[src/rtl/sc_stream_to_binary_pkg.sv]
// rtl/sc_stream_to_binary_pkg.sv - shared state encoding and sizing helper for the stream-to-binary converter
//   Contents: sc_state_e (SC_IDLE/SC_ACCUM/SC_HOLD, 2-bit), clogb2() ceiling-log2 helper.
package sc_stream_to_binary_pkg;

    typedef enum logic [1:0] {
        SC_IDLE  = 2'd0,
        SC_ACCUM = 2'd1,
        SC_HOLD  = 2'd2
    } sc_state_e;

    // Ceiling log2; clogb2(1<<n) == n, so it also sizes a counter that wraps every 2^n.
    function automatic int clogb2(input int value);
        int r;
        int v;
        r = 0;
        v = value - 1;
        while (v > 0) begin
            r = r + 1;
            v = v >> 1;
        end
        return r;
    endfunction

endpackage

[src/rtl/sc_stream_to_binary_if.sv]
// rtl/sc_stream_to_binary_if.sv - sample-in / results-out bus of the stream-to-binary converter
//   inputStreams/inputValid : one bit per stochastic stream, qualified by inputValid
//   results/resultValid/resultReady : packed counts (stream k at [k*COUNT_WIDTH +: COUNT_WIDTH]) with handshake
//   master = producer of samples and consumer of results; slave = the converter
interface sc_stream_to_binary_if #(
    parameter int NUM_STREAMS = 16,
    parameter int COUNT_WIDTH = 9
);
    logic [NUM_STREAMS-1:0]             inputStreams;
    logic                               inputValid;
    logic [NUM_STREAMS*COUNT_WIDTH-1:0] results;
    logic                               resultValid;
    logic                               resultReady;

    modport master (
        output inputStreams, inputValid, resultReady,
        input  results, resultValid
    );

    modport slave (
        input  inputStreams, inputValid, resultReady,
        output results, resultValid
    );
endinterface

[src/rtl/sc_bit_counter.sv]
// rtl/sc_bit_counter.sv - per-stream ones counter
//   clk, rst : clock, asynchronous active-high reset
//   clear_i  : zero the count (wins over en_i)
//   en_i     : add bit_i this cycle
//   bit_i    : stream sample
//   count_o  : running count of ones
module sc_bit_counter #(
    parameter int WIDTH = 9
) (
    input  logic             clk,
    input  logic             rst,
    input  logic             clear_i,
    input  logic             en_i,
    input  logic             bit_i,
    output logic [WIDTH-1:0] count_o
);
    logic [WIDTH-1:0] count_q;

    always_ff @(posedge clk or posedge rst) begin
        if (rst) begin
            count_q <= '0;
        end else if (clear_i) begin
            count_q <= '0;
        end else if (en_i) begin
            count_q <= count_q + {{(WIDTH-1){1'b0}}, bit_i};
        end
    end

    assign count_o = count_q;
endmodule

[src/rtl/sc_stream_to_binary.sv]
// rtl/sc_stream_to_binary.sv - counts ones per stochastic stream over 2^LENGTH_LOG2 valid samples
//   clk, rst : clock, asynchronous active-high reset
//   start    : one-cycle pulse opening a window (from IDLE, or from HOLD together with resultReady)
//   busy     : high in ACCUM or HOLD
//   bus      : slave side of sc_stream_to_binary_if (samples in, packed counts out)
module sc_stream_to_binary
    import sc_stream_to_binary_pkg::*;
#(
    parameter int NUM_STREAMS = 16,
    parameter int LENGTH_LOG2 = 8,
    parameter int COUNT_WIDTH = LENGTH_LOG2 + 1
) (
    input  logic                 clk,
    input  logic                 rst,
    input  logic                 start,
    output logic                 busy,
    sc_stream_to_binary_if.slave bus
);
    localparam int SAMPLE_BITS = clogb2(1 << LENGTH_LOG2);

    sc_state_e                          state_q;
    logic [SAMPLE_BITS-1:0]             sample_cnt_q;
    logic [NUM_STREAMS*COUNT_WIDTH-1:0] results_q;
    logic                               result_valid_q;
    logic                               busy_q;

    logic                               clear_w;
    logic                               en_w;
    logic [NUM_STREAMS*COUNT_WIDTH-1:0] counts_w;
    // Counts including the sample on the bus this cycle, so the result register
    // captures the final sample on the same edge that closes the window.
    logic [NUM_STREAMS*COUNT_WIDTH-1:0] counts_d;

    assign clear_w = start && ((state_q == SC_IDLE) ||
                               (state_q == SC_HOLD && result_valid_q && bus.resultReady));
    assign en_w    = (state_q == SC_ACCUM) && bus.inputValid;

    for (genvar k = 0; k < NUM_STREAMS; k++) begin : g_cnt
        sc_bit_counter #(.WIDTH(COUNT_WIDTH)) u_cnt (
            .clk     (clk),
            .rst     (rst),
            .clear_i (clear_w),
            .en_i    (en_w),
            .bit_i   (bus.inputStreams[k]),
            .count_o (counts_w[k*COUNT_WIDTH +: COUNT_WIDTH])
        );
        assign counts_d[k*COUNT_WIDTH +: COUNT_WIDTH] =
            counts_w[k*COUNT_WIDTH +: COUNT_WIDTH] + {{(COUNT_WIDTH-1){1'b0}}, bus.inputStreams[k]};
    end

    always_ff @(posedge clk or posedge rst) begin
        if (rst) begin
            state_q        <= SC_IDLE;
            sample_cnt_q   <= '0;
            results_q      <= '0;
            result_valid_q <= 1'b0;
            busy_q         <= 1'b0;
        end else begin
            case (state_q)
                SC_IDLE: begin
                    if (start) begin
                        state_q      <= SC_ACCUM;
                        sample_cnt_q <= '0;
                        busy_q       <= 1'b1;
                    end
                end
                SC_ACCUM: begin
                    if (bus.inputValid) begin
                        // Wraps to zero on the final sample, ready for the next window.
                        sample_cnt_q <= sample_cnt_q + SAMPLE_BITS'(1);
                        if (sample_cnt_q == '1) begin
                            results_q      <= counts_d;
                            result_valid_q <= 1'b1;
                            state_q        <= SC_HOLD;
                        end
                    end
                end
                SC_HOLD: begin
                    if (bus.resultReady && result_valid_q) begin
                        result_valid_q <= 1'b0;
                        if (start) begin
                            state_q      <= SC_ACCUM;
                            sample_cnt_q <= '0;
                        end else begin
                            state_q <= SC_IDLE;
                            busy_q  <= 1'b0;
                        end
                    end
                end
                default: begin
                    state_q        <= SC_IDLE;
                    result_valid_q <= 1'b0;
                    busy_q         <= 1'b0;
                end
            endcase
        end
    end

    assign busy            = busy_q;
    assign bus.results     = results_q;
    assign bus.resultValid = result_valid_q;
endmodule
[src/flat_wrapper.sv]
// flat-port wrapper written by rule: the top's interface ports become plain ports
module sc_stream_to_binary_flat import sc_stream_to_binary_pkg::*;
#(
    parameter int NUM_STREAMS = 16,
    parameter int LENGTH_LOG2 = 8,
    parameter int COUNT_WIDTH = LENGTH_LOG2 + 1
)
  (clk, rst, start, busy, bus_inputStreams, bus_inputValid, bus_resultReady, bus_results, bus_resultValid);
  sc_stream_to_binary_if #(.NUM_STREAMS(NUM_STREAMS), .COUNT_WIDTH(COUNT_WIDTH)) bus_i ();
  input  logic clk;
  input  logic rst;
  input  logic start;
  output logic busy;
  input wire logic [$bits(bus_i.inputStreams)-1:0] bus_inputStreams;
  input wire logic [$bits(bus_i.inputValid)-1:0] bus_inputValid;
  input wire logic [$bits(bus_i.resultReady)-1:0] bus_resultReady;
  output wire logic [$bits(bus_i.results)-1:0] bus_results;
  output wire logic [$bits(bus_i.resultValid)-1:0] bus_resultValid;
  assign bus_i.inputStreams = bus_inputStreams;
  assign bus_i.inputValid = bus_inputValid;
  assign bus_i.resultReady = bus_resultReady;
  assign bus_results = bus_i.results;
  assign bus_resultValid = bus_i.resultValid;
  sc_stream_to_binary #(.NUM_STREAMS(NUM_STREAMS), .LENGTH_LOG2(LENGTH_LOG2), .COUNT_WIDTH(COUNT_WIDTH)) u_core (.clk(clk), .rst(rst), .start(start), .busy(busy), .bus(bus_i));
endmodule
[config.mk]
export PLATFORM = sky130hd
export DESIGN_NAME = sc_stream_to_binary_flat
export DESIGN_NICKNAME = d
export VERILOG_FILES = /design/src/rtl/sc_stream_to_binary_pkg.sv /design/src/rtl/sc_stream_to_binary_if.sv /design/src/rtl/sc_bit_counter.sv /design/src/rtl/sc_stream_to_binary.sv /design/src/flat_wrapper.sv
export SDC_FILE = /design/constraint.sdc
export NUM_CORES = 1
export LEC_CHECK = 0
export ABC_AREA = 1
export BUFFER_PORTS_ARGS = -buffer_cell sky130_fd_sc_hd__buf_2
export CAP_MARGIN = 20
export CORE_MARGIN = 2
export CORE_UTILIZATION = 54
export CTS_BUF_LIST = sky130_fd_sc_hd__clkbuf_8
export DETAILED_ROUTE_END_ITERATION = 16
export PLACE_DENSITY = 0.81
export SYNTH_ARGS = -nofsm -noshare
export SYNTH_HDL_FRONTEND = slang
export SYNTH_SLANG_ARGS = --single-unit
[constraint.sdc]
create_clock -name clk -period 26.6 [get_ports clk]
set_clock_uncertainty 0.2 [all_clocks]
set_input_delay 2.66 -clock clk [delete_from_list [all_inputs] [get_ports clk]]
set_output_delay 2.66 -clock clk [all_outputs]
set_load 0.005 [all_outputs]
==> impl_metrics.csv <==
group,metric,value,unit
status,status,"finished, final reports clean",
routing,ant_nets,0,
setup_path,crit_family,"buffers and inverters",
power_and_ir_drop,ir_drop,0.04534,mV
cts,numCtsBuffers,48,
routing,vias,11748,
routing,routed_wl,31.84,mm
power_and_ir_drop,p_leak,9.257,nW
die,ioPinCount,167,
synthesis,synth_common_cells,"nand2_1 (807), dfrtp_1 (300), inv_1 (188), o21ai_0 (151), nand3_1 (101)",
synthesis,synth-seq-cells,300,
synthesis,syn_avg_cell_area,7.919,um^2
routing,drt-initial-drc-count,974,
global_routing,grtUsageTotal,0.2325,
sta,slew_viol_final,0,
synthesis,synthesis.nets,1836,
synthesis,synth_ff_type,"dfrtp_1",
synthesis,yosys_warnings,0,
setup_path,cp-endpoint,"u_core.g_cnt[14].u_cnt.count_o[4]$_DFFE_PP0P_",
sta,finalHoldViolations,0,
cts,cts_root_buf,"clkbuf_8",
die,rows,59,
synthesis,synthTopCellsByArea,"dfrtp_1 (53%), nand2_1 (21%), o21ai_0 (5.4%), inv_1 (5.0%), nand3_1 (3.6%)",
global_routing,antenna_found_initial,0,
cts,post_cts_resized,0,
synthesis,muxShareOfSynthArea,0,
die,coreArea,25840,um^2
synthesis,yosys.area_share.simple,0.2678,
synthesis,synth.most_common_cell,"nand2_1",
cts,cts_setup_buffers,0,
synthesis,synth-edff-count,0,
synthesis,synthArstFlopShare,1.000,
setup_path,slowest_stage,"clkinv_2",
placement,finalWeightedCongestion,0.8280,
die,start_util,0.5462,
global_routing,grt_pass1_vias,11375,
global_routing,grt_first_pass_wirelength,53.83,mm
setup_path,worst-path-stages,6,
setup_path,worst_path_largest_cell_delay,760,ps
job,maxCapViolations,0,
min_path,whs_path_depth,2,
synthesis,synth_fa_ha_area_frac,0.02926,
setup_path,path_class,"in2reg",
routing,viasPerCell,5.081,
setup_path,rr_endpoint,"u_core.bus.results[2]$_DFFE_PP0P_",
sta,min_period,4653,ps
min_path,hold_path_class,"reg2reg",
synthesis,yosys.area.top_type,"dfrtp_1",
setup_path,r2r_cells,8,
setup_path,worst-path-buf-inv,3,
synthesis,synth_top_family_by_area,"simple AND/OR/NAND/NOR gates",
global_routing,grt-ovfl-total,0,
sta,tightestPinTransition,977.3,ps
power_and_ir_drop,power_density,68.33,nW/um^2
setup_path,r2r_start,"u_core.state_q[0]$_DFFE_PP0P_",
synthesis,ys_seq_area_frac,0.5320,
setup_path,cp.arrival,4840,ps
synthesis,synth.top_cell.area_share,0.5320,
finish,syn_to_final_growth,14.70,%
synthesis,synth-xor-area-share,0.02979,
cts,ctsHoldBuffers,0,
cts,cts_max_path_buffers,3,
setup_path,r2r_slack,23410,ps
routing,avgRoutedWirePerCell,13.77,um
setup_path,crit_path_start_kind,"primary input",
cts,clk_latency,560,ps
setup_path,critPathRequiredTime,26790,ps
synthesis,synth_cells,1782,
die,die-area,27440,um^2
setup_path,crit_start,"bus_inputValid",
finish,fillCellCount,2220,
cts,clk_pin_slew,60,ps
routing,drtPass1Iterations,5,
finish,insertedDiodeCount,0,
setup_path,worstPathMaxFanout,62,
synthesis,synth_area,14110,um^2
sta,fmax,214.9,MHz
cts,cts_tree,"yes",
cts,htree_num_levels,2,
sta,setup_viol,0,
finish,instances_no_fill,2312,
sta,fin_crit_sh,0.1749,
die,die_h,165.7,um
routing,drc,0,
finish,layout-drive-gt1-share,0.1315,
sta,rsz0062_at_grt,"false",
finish,finalNetCount,1995,
global_routing,grt_max_degree,169,
placement,dp_hpwl,20.60,mm
die,die_w,165.7,um
sta,setup-tns-final,0,ps
setup_path,cp-end-kind,"flop",
placement,dp_cells,2226,
setup_path,crit_chain,"buf_2, nand2_4, clkinv_2, buf_4, nand2_1, o21ai_0",
synthesis,yosysUniqueCellTypes,23,
synthesis,synth_compound_area_frac,0.06791,
placement,port_buffers,166,
sta,slew_headroom,0.3485,
cts,cts.sinks,300,
## worst min-delay path by stage
stage / slack [ps] / from / end
after floorplan: 260 / u_core.g_cnt[0].u_cnt.count_o[0]$_DFFE_PP0P_ / u_core.g_cnt[0].u_cnt.count_o[0]$_DFFE_PP0P_
after global placement: 250 / u_core.bus.results[86]$_DFFE_PP0P_ / u_core.bus.results[86]$_DFFE_PP0P_
after detailed placement: 250 / u_core.bus.results[95]$_DFFE_PP0P_ / u_core.bus.results[95]$_DFFE_PP0P_
after CTS: 270 / u_core.bus.results[95]$_DFFE_PP0P_ / u_core.bus.results[95]$_DFFE_PP0P_
after global routing: 290 / u_core.bus.results[103]$_DFFE_PP0P_ / u_core.bus.results[103]$_DFFE_PP0P_
final: 260 / u_core.bus.results[92]$_DFFE_PP0P_ / u_core.bus.results[92]$_DFFE_PP0P_
## metrics by stage
step           total power [mW]    util  hold slack (ps)  worst slack (ps)  area (um^2)
6_report                  1.106  0.6265            262.9             21950        16190
5_1_grt                   1.163  0.6265            286.2             21780        16190
4_1_cts                   1.115  0.6265            267.9             21990        16190
3_5_place_dp             0.6957  0.5862            253.7             21400        15150
3_3_place_gp             0.6856  0.5851            249.6             21480        15120
2_1_floorplan            0.6429       -            257.0             15450        14110
## state kept, by name, summed over array words and instances (netlist names)
register                    flops
u_core.busy                     1
u_core.state_q                  2
u_core.bus.results            144
u_core.bus.resultValid          1
u_core.g_cnt.u_cnt.count_o    144
u_core.sample_cnt_q             8
## kinds of logic (layout without fill, tap and decap cells)
kind of cell / Yosys count / count (layout)
AO/OA/AOI/OAI: 183 / 183
adder cells (fa/ha/maj): 33 / 33
buffers and inverters: 255 / 450
flip-flops: 300 / 300
AND/OR/NAND/NOR: 963 / 963
XOR/XNOR: 48 / 48
## layer usage
metal,track usage,share of wire,vias to the layer above
met5,0,0,-
li1,-,-,5829
met2,0.3837,0.47,272
met4,0.06125,0.019,0
met3,0.03799,0.050,52
met1,0.3231,0.46,5595
## final cells by class
class / instances / area (um^2) / share of cell area
Sequential cell: 300 / 7507 / 0.4638
Clock inverter: 18 / 105.1 / 0.006493
Inverter: 191 / 730.7 / 0.04514
Multi-Input combinational cell: 1227 / 5573 / 0.3443
Clock buffer: 68 / 935.9 / 0.05782
Tap cell: 335 / 419.2 / 0.02589
Timing Repair Buffer: 173 / 915.9 / 0.05658
## where the power goes
group	leakage [nW]	internal, mW	switching [mW]
clock network	0.581	0.236	0.182
logic	4.52	0.0433	0.126
registers	4.15	0.491	0.0282
## layout by cell type, fill, tap and decap left out, types with 5 or more instances in the layout
master,n
ha_1,33
nor2_1,46
nand3_1,101
clkbuf_8,68
dfrtp_1,300
o21bai_1,16
o21ai_0,151
inv_1,194
xor2_1,48
nand2_1,806
buf_2,166
clkinv_2,10
o21ai_1,12
buf_4,5
## worst min-delay path: cells and delay by family (launching register included)
kind	cells	cell delay, ps
DFF	1	330
and+or+nand+nor	2	100
(Power assumes the default switching activity.)
